==> src/rtl/carfield_pkg.sv <==
// carfield_pkg: mailbox register offsets, STATUS/IRQ bit positions and default depth.
package carfield_pkg;

    localparam int unsigned MboxDepth = 8;

    typedef enum logic [11:0] {
        MBOX_DATA_TX  = 12'h000,
        MBOX_DATA_RX  = 12'h004,
        MBOX_STATUS   = 12'h008,
        MBOX_IRQ_EN   = 12'h00C,
        MBOX_IRQ_STAT = 12'h010,
        MBOX_CTRL     = 12'h014
    } mbox_reg_off_e;

    localparam int unsigned StsRxEmpty = 0;
    localparam int unsigned StsRxFull  = 1;
    localparam int unsigned StsTxEmpty = 2;
    localparam int unsigned StsTxFull  = 3;
    localparam int unsigned StsRxLevel = 8;
    localparam int unsigned StsTxLevel = 16;

    localparam int unsigned IrqRxPush    = 0;
    localparam int unsigned IrqTxNotFull = 1;
    localparam int unsigned IrqErr       = 2;

    function automatic logic mbox_off_mapped(input logic [11:0] off);
        return off inside {MBOX_DATA_TX, MBOX_DATA_RX, MBOX_STATUS,
                           MBOX_IRQ_EN, MBOX_IRQ_STAT, MBOX_CTRL};
    endfunction

endpackage

==> src/rtl/carfield_mailbox_fifo.sv <==
// carfield_mailbox_fifo: flop-array FIFO with push/pop/flush, full/empty/level.
module carfield_mailbox_fifo #(
    parameter int unsigned Depth     = 8,
    parameter int unsigned DataWidth = 32,
    localparam int unsigned PtrW     = $clog2(Depth)
) (
    input  logic                 clk_i,
    input  logic                 rst_i,
    input  logic                 push_i,
    input  logic [DataWidth-1:0] wdata_i,
    input  logic                 pop_i,
    input  logic                 flush_i,
    output logic [DataWidth-1:0] rdata_o,
    output logic                 full_o,
    output logic                 empty_o,
    output logic                 pushed_o,
    output logic                 popped_o,
    output logic [PtrW:0]        level_o
);

    logic [PtrW:0]        wr_cnt_q, wr_cnt_d, rd_cnt_q, rd_cnt_d;
    logic [DataWidth-1:0] mem_q [Depth];
    logic [DataWidth-1:0] mem_d [Depth];

    // Full/empty come from pre-edge counters, so a same-cycle pop never frees room for a push.
    always_comb begin
        level_o  = wr_cnt_q - rd_cnt_q;
        full_o   = level_o == (PtrW+1)'(Depth);
        empty_o  = level_o == '0;
        pushed_o = push_i && !full_o && !flush_i;
        popped_o = pop_i && !empty_o;
        rdata_o  = mem_q[rd_cnt_q[PtrW-1:0]];
        wr_cnt_d = flush_i ? '0 : wr_cnt_q + (PtrW+1)'(pushed_o);
        rd_cnt_d = flush_i ? '0 : rd_cnt_q + (PtrW+1)'(popped_o);
        mem_d    = mem_q;
        if (pushed_o) mem_d[wr_cnt_q[PtrW-1:0]] = wdata_i;
    end

    always_ff @(posedge clk_i or posedge rst_i) begin
        if (rst_i) begin
            wr_cnt_q <= '0;
            rd_cnt_q <= '0;
            for (int i = 0; i < Depth; i++) mem_q[i] <= '0;
        end else begin
            wr_cnt_q <= wr_cnt_d;
            rd_cnt_q <= rd_cnt_d;
            mem_q    <= mem_d;
        end
    end

endmodule

==> src/rtl/carfield_mailbox.sv <==
// carfield_mailbox: bidirectional doorbell mailbox, host port A / security island port B.
// Define CARFIELD_MBOX_ERR_RESP_EN to also flag overflow/underflow on error_o.
module carfield_mailbox
    import carfield_pkg::*;
#(
    parameter int unsigned Depth     = MboxDepth,
    parameter int unsigned DataWidth = 32,
    parameter int unsigned AddrWidth = 32,
    localparam int unsigned PtrW     = $clog2(Depth)
) (
    input  logic                 clk_i,
    input  logic                 rst_i,
    input  logic                 a_valid_i,
    input  logic                 a_write_i,
    input  logic [AddrWidth-1:0] a_addr_i,
    input  logic [DataWidth-1:0] a_wdata_i,
    output logic                 a_ready_o,
    output logic [DataWidth-1:0] a_rdata_o,
    output logic                 a_error_o,
    input  logic                 b_valid_i,
    input  logic                 b_write_i,
    input  logic [AddrWidth-1:0] b_addr_i,
    input  logic [DataWidth-1:0] b_wdata_i,
    output logic                 b_ready_o,
    output logic [DataWidth-1:0] b_rdata_o,
    output logic                 b_error_o,
    output logic                 irq_a_o,
    output logic                 irq_b_o
);

`ifdef CARFIELD_MBOX_ERR_RESP_EN
    localparam logic ErrResp = 1'b1;
`else
    localparam logic ErrResp = 1'b0;
`endif

    logic                 valid [2];
    logic                 write [2];
    logic [11:0]          off   [2];
    logic [DataWidth-1:0] wdata [2];
    logic [DataWidth-1:0] rdata [2];
    logic                 error [2];
    logic                 irq   [2];

    // Index 0 is port A, 1 is port B; FIFO p is port p's outgoing queue.
    logic                 f_push   [2];
    logic                 f_pop    [2];
    logic                 f_flush  [2];
    logic [DataWidth-1:0] f_rdata  [2];
    logic                 f_full   [2];
    logic                 f_empty  [2];
    logic                 f_pushed [2];
    logic                 f_popped [2];
    logic [PtrW:0]        f_level  [2];
    logic                 unused_addr;

    assign valid[0] = a_valid_i;
    assign valid[1] = b_valid_i;
    assign write[0] = a_write_i;
    assign write[1] = b_write_i;
    assign off[0]   = a_addr_i[11:0];
    assign off[1]   = b_addr_i[11:0];
    assign wdata[0] = a_wdata_i;
    assign wdata[1] = b_wdata_i;
    assign a_ready_o = a_valid_i;
    assign b_ready_o = b_valid_i;
    assign a_rdata_o = rdata[0];
    assign b_rdata_o = rdata[1];
    assign a_error_o = error[0];
    assign b_error_o = error[1];
    assign irq_a_o   = irq[0];
    assign irq_b_o   = irq[1];
    assign unused_addr = ^{a_addr_i[AddrWidth-1:12], b_addr_i[AddrWidth-1:12]};

    for (genvar p = 0; p < 2; p++) begin : g_port
        localparam int Q = 1 - p;
        logic        wr_en, rd_en, push, pop, flush, ovf, udf, irq_q, irq_d;
        logic [2:0]  stat_q, stat_d, en_q, en_d, set, clr;
        logic [31:0] status;
        logic [DataWidth-1:0] rd;

        carfield_mailbox_fifo #(
            .Depth     (Depth),
            .DataWidth (DataWidth)
        ) u_fifo (
            .clk_i    (clk_i),
            .rst_i    (rst_i),
            .push_i   (f_push[p]),
            .wdata_i  (wdata[p]),
            .pop_i    (f_pop[Q]),
            .flush_i  (f_flush[p]),
            .rdata_o  (f_rdata[p]),
            .full_o   (f_full[p]),
            .empty_o  (f_empty[p]),
            .pushed_o (f_pushed[p]),
            .popped_o (f_popped[p]),
            .level_o  (f_level[p])
        );

        assign f_push[p]  = push;
        assign f_pop[p]   = pop;
        assign f_flush[p] = flush;
        assign rdata[p]   = rd;
        assign irq[p]     = irq_q;

        always_comb begin
            wr_en  = valid[p] && write[p];
            rd_en  = valid[p] && !write[p];
            push   = wr_en && off[p] == MBOX_DATA_TX;
            pop    = rd_en && off[p] == MBOX_DATA_RX;
            flush  = wr_en && off[p] == MBOX_CTRL && wdata[p][0];
            ovf    = push && f_full[p] && !flush;
            udf    = pop && f_empty[Q];
            status = '0;
            status[StsRxEmpty] = f_empty[Q];
            status[StsRxFull]  = f_full[Q];
            status[StsTxEmpty] = f_empty[p];
            status[StsTxFull]  = f_full[p];
            status[StsRxLevel +: 8] = 8'(f_level[Q]);
            status[StsTxLevel +: 8] = 8'(f_level[p]);
            rd = !rd_en                    ? '0 :
                 off[p] == MBOX_DATA_RX    ? (f_empty[Q] ? '0 : f_rdata[Q]) :
                 off[p] == MBOX_STATUS     ? DataWidth'(status) :
                 off[p] == MBOX_IRQ_EN     ? DataWidth'(en_q) :
                 off[p] == MBOX_IRQ_STAT   ? DataWidth'(stat_q) : '0;
            error[p] = valid[p] && (!mbox_off_mapped(off[p]) || (ErrResp && (ovf || udf)));
            set = '0;
            set[IrqRxPush]    = f_pushed[Q];
            set[IrqTxNotFull] = f_full[p] && (f_popped[p] || flush);
            set[IrqErr]       = ovf || udf;
            clr    = (wr_en && off[p] == MBOX_IRQ_STAT) ? wdata[p][2:0] : 3'b0;
            stat_d = set | (stat_q & ~clr);
            en_d   = (wr_en && off[p] == MBOX_IRQ_EN) ? wdata[p][2:0] : en_q;
            irq_d  = |(stat_q & en_q);
        end

        always_ff @(posedge clk_i or posedge rst_i) begin
            if (rst_i) begin
                stat_q <= '0;
                en_q   <= '0;
                irq_q  <= 1'b0;
            end else begin
                stat_q <= stat_d;
                en_q   <= en_d;
                irq_q  <= irq_d;
            end
        end
    end

endmodule

==> config.mk <==
export PLATFORM = sky130hd
export DESIGN_NAME = carfield_mailbox
export DESIGN_NICKNAME = d
export VERILOG_FILES = /design/src/rtl/carfield_pkg.sv /design/src/rtl/carfield_mailbox_fifo.sv /design/src/rtl/carfield_mailbox.sv
export SDC_FILE = /design/constraint.sdc
export NUM_CORES = 1
export LEC_CHECK = 0
export ABC_AREA = 1
export BUFFER_PORTS_ARGS = -buffer_cell sky130_fd_sc_hd__buf_4
export CAP_MARGIN = 25
export CORE_AREA = 2 2 232 234
export CTS_CLUSTER_DIAMETER = 80
export DETAILED_ROUTE_END_ITERATION = 8
export DIE_AREA = 0 0 234 236
export HOLD_SLACK_MARGIN = 0.06
export PLACE_DENSITY = 0.8
export SLEW_MARGIN = 40
export SYNTH_ARGS = -nofsm -noshare
export SYNTH_HDL_FRONTEND = slang
export SYNTH_HIERARCHICAL = 1
export SYNTH_SLANG_ARGS = --single-unit
==> constraint.sdc <==
create_clock -name clk_i -period 6.9 [get_ports clk_i]
set_input_delay 0.345 -clock clk_i [delete_from_list [all_inputs] [get_ports clk_i]]
set_output_delay 0.345 -clock clk_i [all_outputs]
set_load 0.005 [all_outputs]
==> flow_summary.json <==
{
  "path_clk_slew_ns": 0.06,
  "final.setup_skew_ns": 0.0231,
  "r2r_cells": 11,
  "vias": 27842,
  "holdCritStartpoint": "a_valid_i",
  "end_kind": "output port",
  "layout_common_cells": "nand2_1 (1325), dfrtp_1 (538), nand4_1 (522), nor2_1 (353), o21ai_0 (242)",
  "power.leakage_uw": 0.0172,
  "drtAntennaViolNets": 0,
  "drv_slew": 0,
  "power.switching_uw": 1520,
  "design.die.area_mm2": 0.0552,
  "grt_pass1_vias": 26068,
  "hold_buffers": 66,
  "fillers": 4568,
  "worst_ep_arrival_time_ns": 4.59,
  "mostFrequentLayoutCell": "nand2_1",
  "critPathLaunchType": "register",
  "ir_drop_mv": 0.192,
  "via_per_inst": 6.15,
  "gp_congestion": 0.866,
  "ys.flop_type": "dfrtp_1",
  "cp_max_fo": 56,
  "p_per_area_mw_per_mm2": 209,
  "dpl.hpwl_um": 47200,
  "critPathKind": "reg -> out",
  "synth.yosys.warnings": 6,
  "fin_setup_tns_ns": 0,
  "ys_seq_elements": 542,
  "regToRegEndpoint": "g_port[0].u_fifo/mem_q[145]",
  "cts_resized": 0,
  "synth_edf_count": 0,
  "drt_iter0_drc": 3399,
  "r2r-start": "g_port[0].u_fifo/rd_cnt_q[0]",
  "whs_endpoint": "g_port[0].stat_q[1]",
  "ys_async_sr_fraction_pct": 100,
  "p_clk_share_pct": 49.9,
  "max_slew.worst_pin.slew_ns": 0.847,
  "top_layer": "met5",
  "min_period_over_period_pct": 71.5,
  "wl_um": 90400,
  "rsz0062_at_grt": "no",
  "setup_ws_ns": 1.96,
  "drive_gt1_share_pct": 10.4,
  "internal_power_uw": 5290,
  "met2_length_um": 40200,
  "fin_util_pct": 61.4,
  "syn_inst": 3824,
  "overflow": 0,
  "fp.dieW_um": 234,
  "critPathRequiredTime_ns": 6.55,
  "syn_nets": 3974,
  "grt_pass1_wl_um": 144000,
  "final-setup-viol-count": 0,
  "io_pins": 204,
  "dp_worst_setup_slack_ns": 2.56,
  "start_util_pct": 54.0,
  "hold_class": "in -> reg",
  "firstDrtPassIters": 7,
  "drc": 0,
  "io_buffer_count": 163,
  "avgSynthCellArea_um2": 7.50,
  "multi_input_area_mm2": 0.0132,
  "clkSinkCount": 542,
  "placement_rows": 85,
  "placed_cells": 4351,
  "seqCellArea_mm2": 0.0136,
  "sequentialPowerShare_pct": 46.8,
  "synth_area_mm2": 0.0287,
  "grt_use_total_pct": 32.5,
  "cts_max_level": 2,
  "die_h_um": 236,
  "grt_max_degree": 186,
  "ys_types": 37,
  "max_freq_mhz": 203,
  "postCtsSetupBuffers": 0,
  "slew_headroom_pct": 43.1,
  "wl_per_cell_um": 20.0,
  "synth.yosys.seq_area_share_pct": 47.3,
  "min_delay_path_depth": 6,
  "cts-buffers-inserted": 58,
  "hold_viol_final": 0,
  "antenna_found_initial": 3,
  "root_buffer": "clkbuf_16",
  "power_switching_share_pct": 22.3,
  "fp.coreArea_mm2": 0.0531,
  "met3_length_um": 11000,
  "outcome": "complete, no violations",
  "clockBufferDepth": 3,
  "r2r_slack_ns": 2.60,
  "met1_length_um": 36600,
  "cts_tree": "yes",
  "period_minus_slack_ns": 4.94,
  "fin_cells": 4526,
  "area_growth_pct": 13.7,
  "layout.nets": 3932,
  "comb_power_share_pct": 3.3,
  "clk_latency_ns": 0.65,
  "drv_cap": 0
}
## synthesized netlist by cell type (6+ instances only)
cell type | n | share of area (%)
nand2_1 | 1325 | 17
dfrtp_1 | 542 | 47
nand4_1 | 522 | 11
nor2_1 | 360 | 4.7
o21ai_0 | 242 | 4.2
clkbuf_1 | 182 | 2.4
o22ai_1 | 128 | 2.8
inv_1 | 99 | 1.3
buf_2 | 88 | 1.5
clkbuf_2 | 62 | 1.1
nand3_1 | 49 | 0.86
buf_1 | 45 | 0.59
nor2_2 | 26 | 0.57
nor3_1 | 26 | 0.45
o21ai_1 | 26 | 0.45
a21oi_1 | 23 | 0.40
ha_1 | 14 | 0.61
buf_4 | 13 | 0.34
inv_2 | 8 | 0.10
nor3_2 | 7 | 0.24
nand3_2 | 6 | 0.21
## worst max path at each step
stage / startpoint / endpoint / slack, ns
floorplan: rst_i / g_port[0].u_fifo/mem_q[0] / 3.07
global placement: g_port[1].u_fifo/wr_cnt_q[0] / a_rdata_o[5] / 2.62
detailed placement: g_port[1].u_fifo/wr_cnt_q[0] / a_rdata_o[5] / 2.56
CTS: g_port[1].u_fifo/wr_cnt_q[0] / a_rdata_o[5] / 1.87
global route: g_port[0].u_fifo/rd_cnt_q[0] / a_rdata_o[3] / 1.77
finish: g_port[0].u_fifo/rd_cnt_q[0] / a_rdata_o[3] / 1.96
## critical path, stage by stage (launching register included)
cell and delay [ns]:
dfrtp_4 0.79, ha_1 0.27, inv_2 0.05, fa_1 0.50, or2_0 0.24, nor2_1 0.25, nand3_4 0.55, buf_4 0.51
inv_2 0.16, a21oi_1 0.05, nor3_1 0.39, buf_4 0.18
## cell type report
type | count | share of cell area (%)
well taps | 696 | 2.67
clock buffers | 85 | 5.16
repair buffers | 291 | 7.62
diodes | 1 | 0.00768
multi-input cells | 2781 | 40.4
flip-flops and latches | 542 | 41.7
inverters | 108 | 1.29
clock inverters | 22 | 1.19
## metal layers
layer | up-vias | track usage, %
li1 | 12756 | -
met1 | 13170 | 47.0
met2 | 1706 | 48.4
met3 | 206 | 6.77
met4 | 4 | 11.3
met5 | - | 0
## cell families (layout without fill, tap and decap cells)
| family | Yosys count | in the layout | share of synthesized area, % |
|---|---|---|---|
| xor+xnor | 10 | 10 | 0.306 |
| other cells | 0 | 1 | 0 |
| simple gates | 2333 | 2333 | 36.2 |
| fa+ha+maj | 16 | 16 | 0.751 |
| flops | 542 | 542 | 47.3 |
| buf+inv | 501 | 506 | 7.48 |
| compound gates | 422 | 422 | 7.96 |
## power groups by stage
stage	Clock (µW)	Combinational (µW)	Sequential [µW]
final	3400	226	3180
after global routing	3560	246	3180
after CTS	3410	224	3180
after detailed placement	0	190	3240
after global placement	0	187	3240
after floorplan	0	111	3240
## per-stage QoR
step / total power, µW / hold slack, ns / cell area (µm²)
floorplan: 3350 / 0.234 / 28700
global placement: 3430 / 0.401 / 29700
detailed placement: 3430 / 0.402 / 29800
CTS: 6820 / 0.168 / 32500
global route: 6990 / 0.209 / 32600
finish: 6800 / 0.195 / 32600
## state kept, by name, summed over array words and instances (netlist names)
name                    count
g_port.en_q                 6
g_port.stat_q               6
irq_a_o                     1
g_port.u_fifo/rd_cnt_q      8
g_port.u_fifo/wr_cnt_q      8
g_port.u_fifo/mem_q       512
irq_b_o                     1
Note: power is estimated with default switching activity, not from simulation.
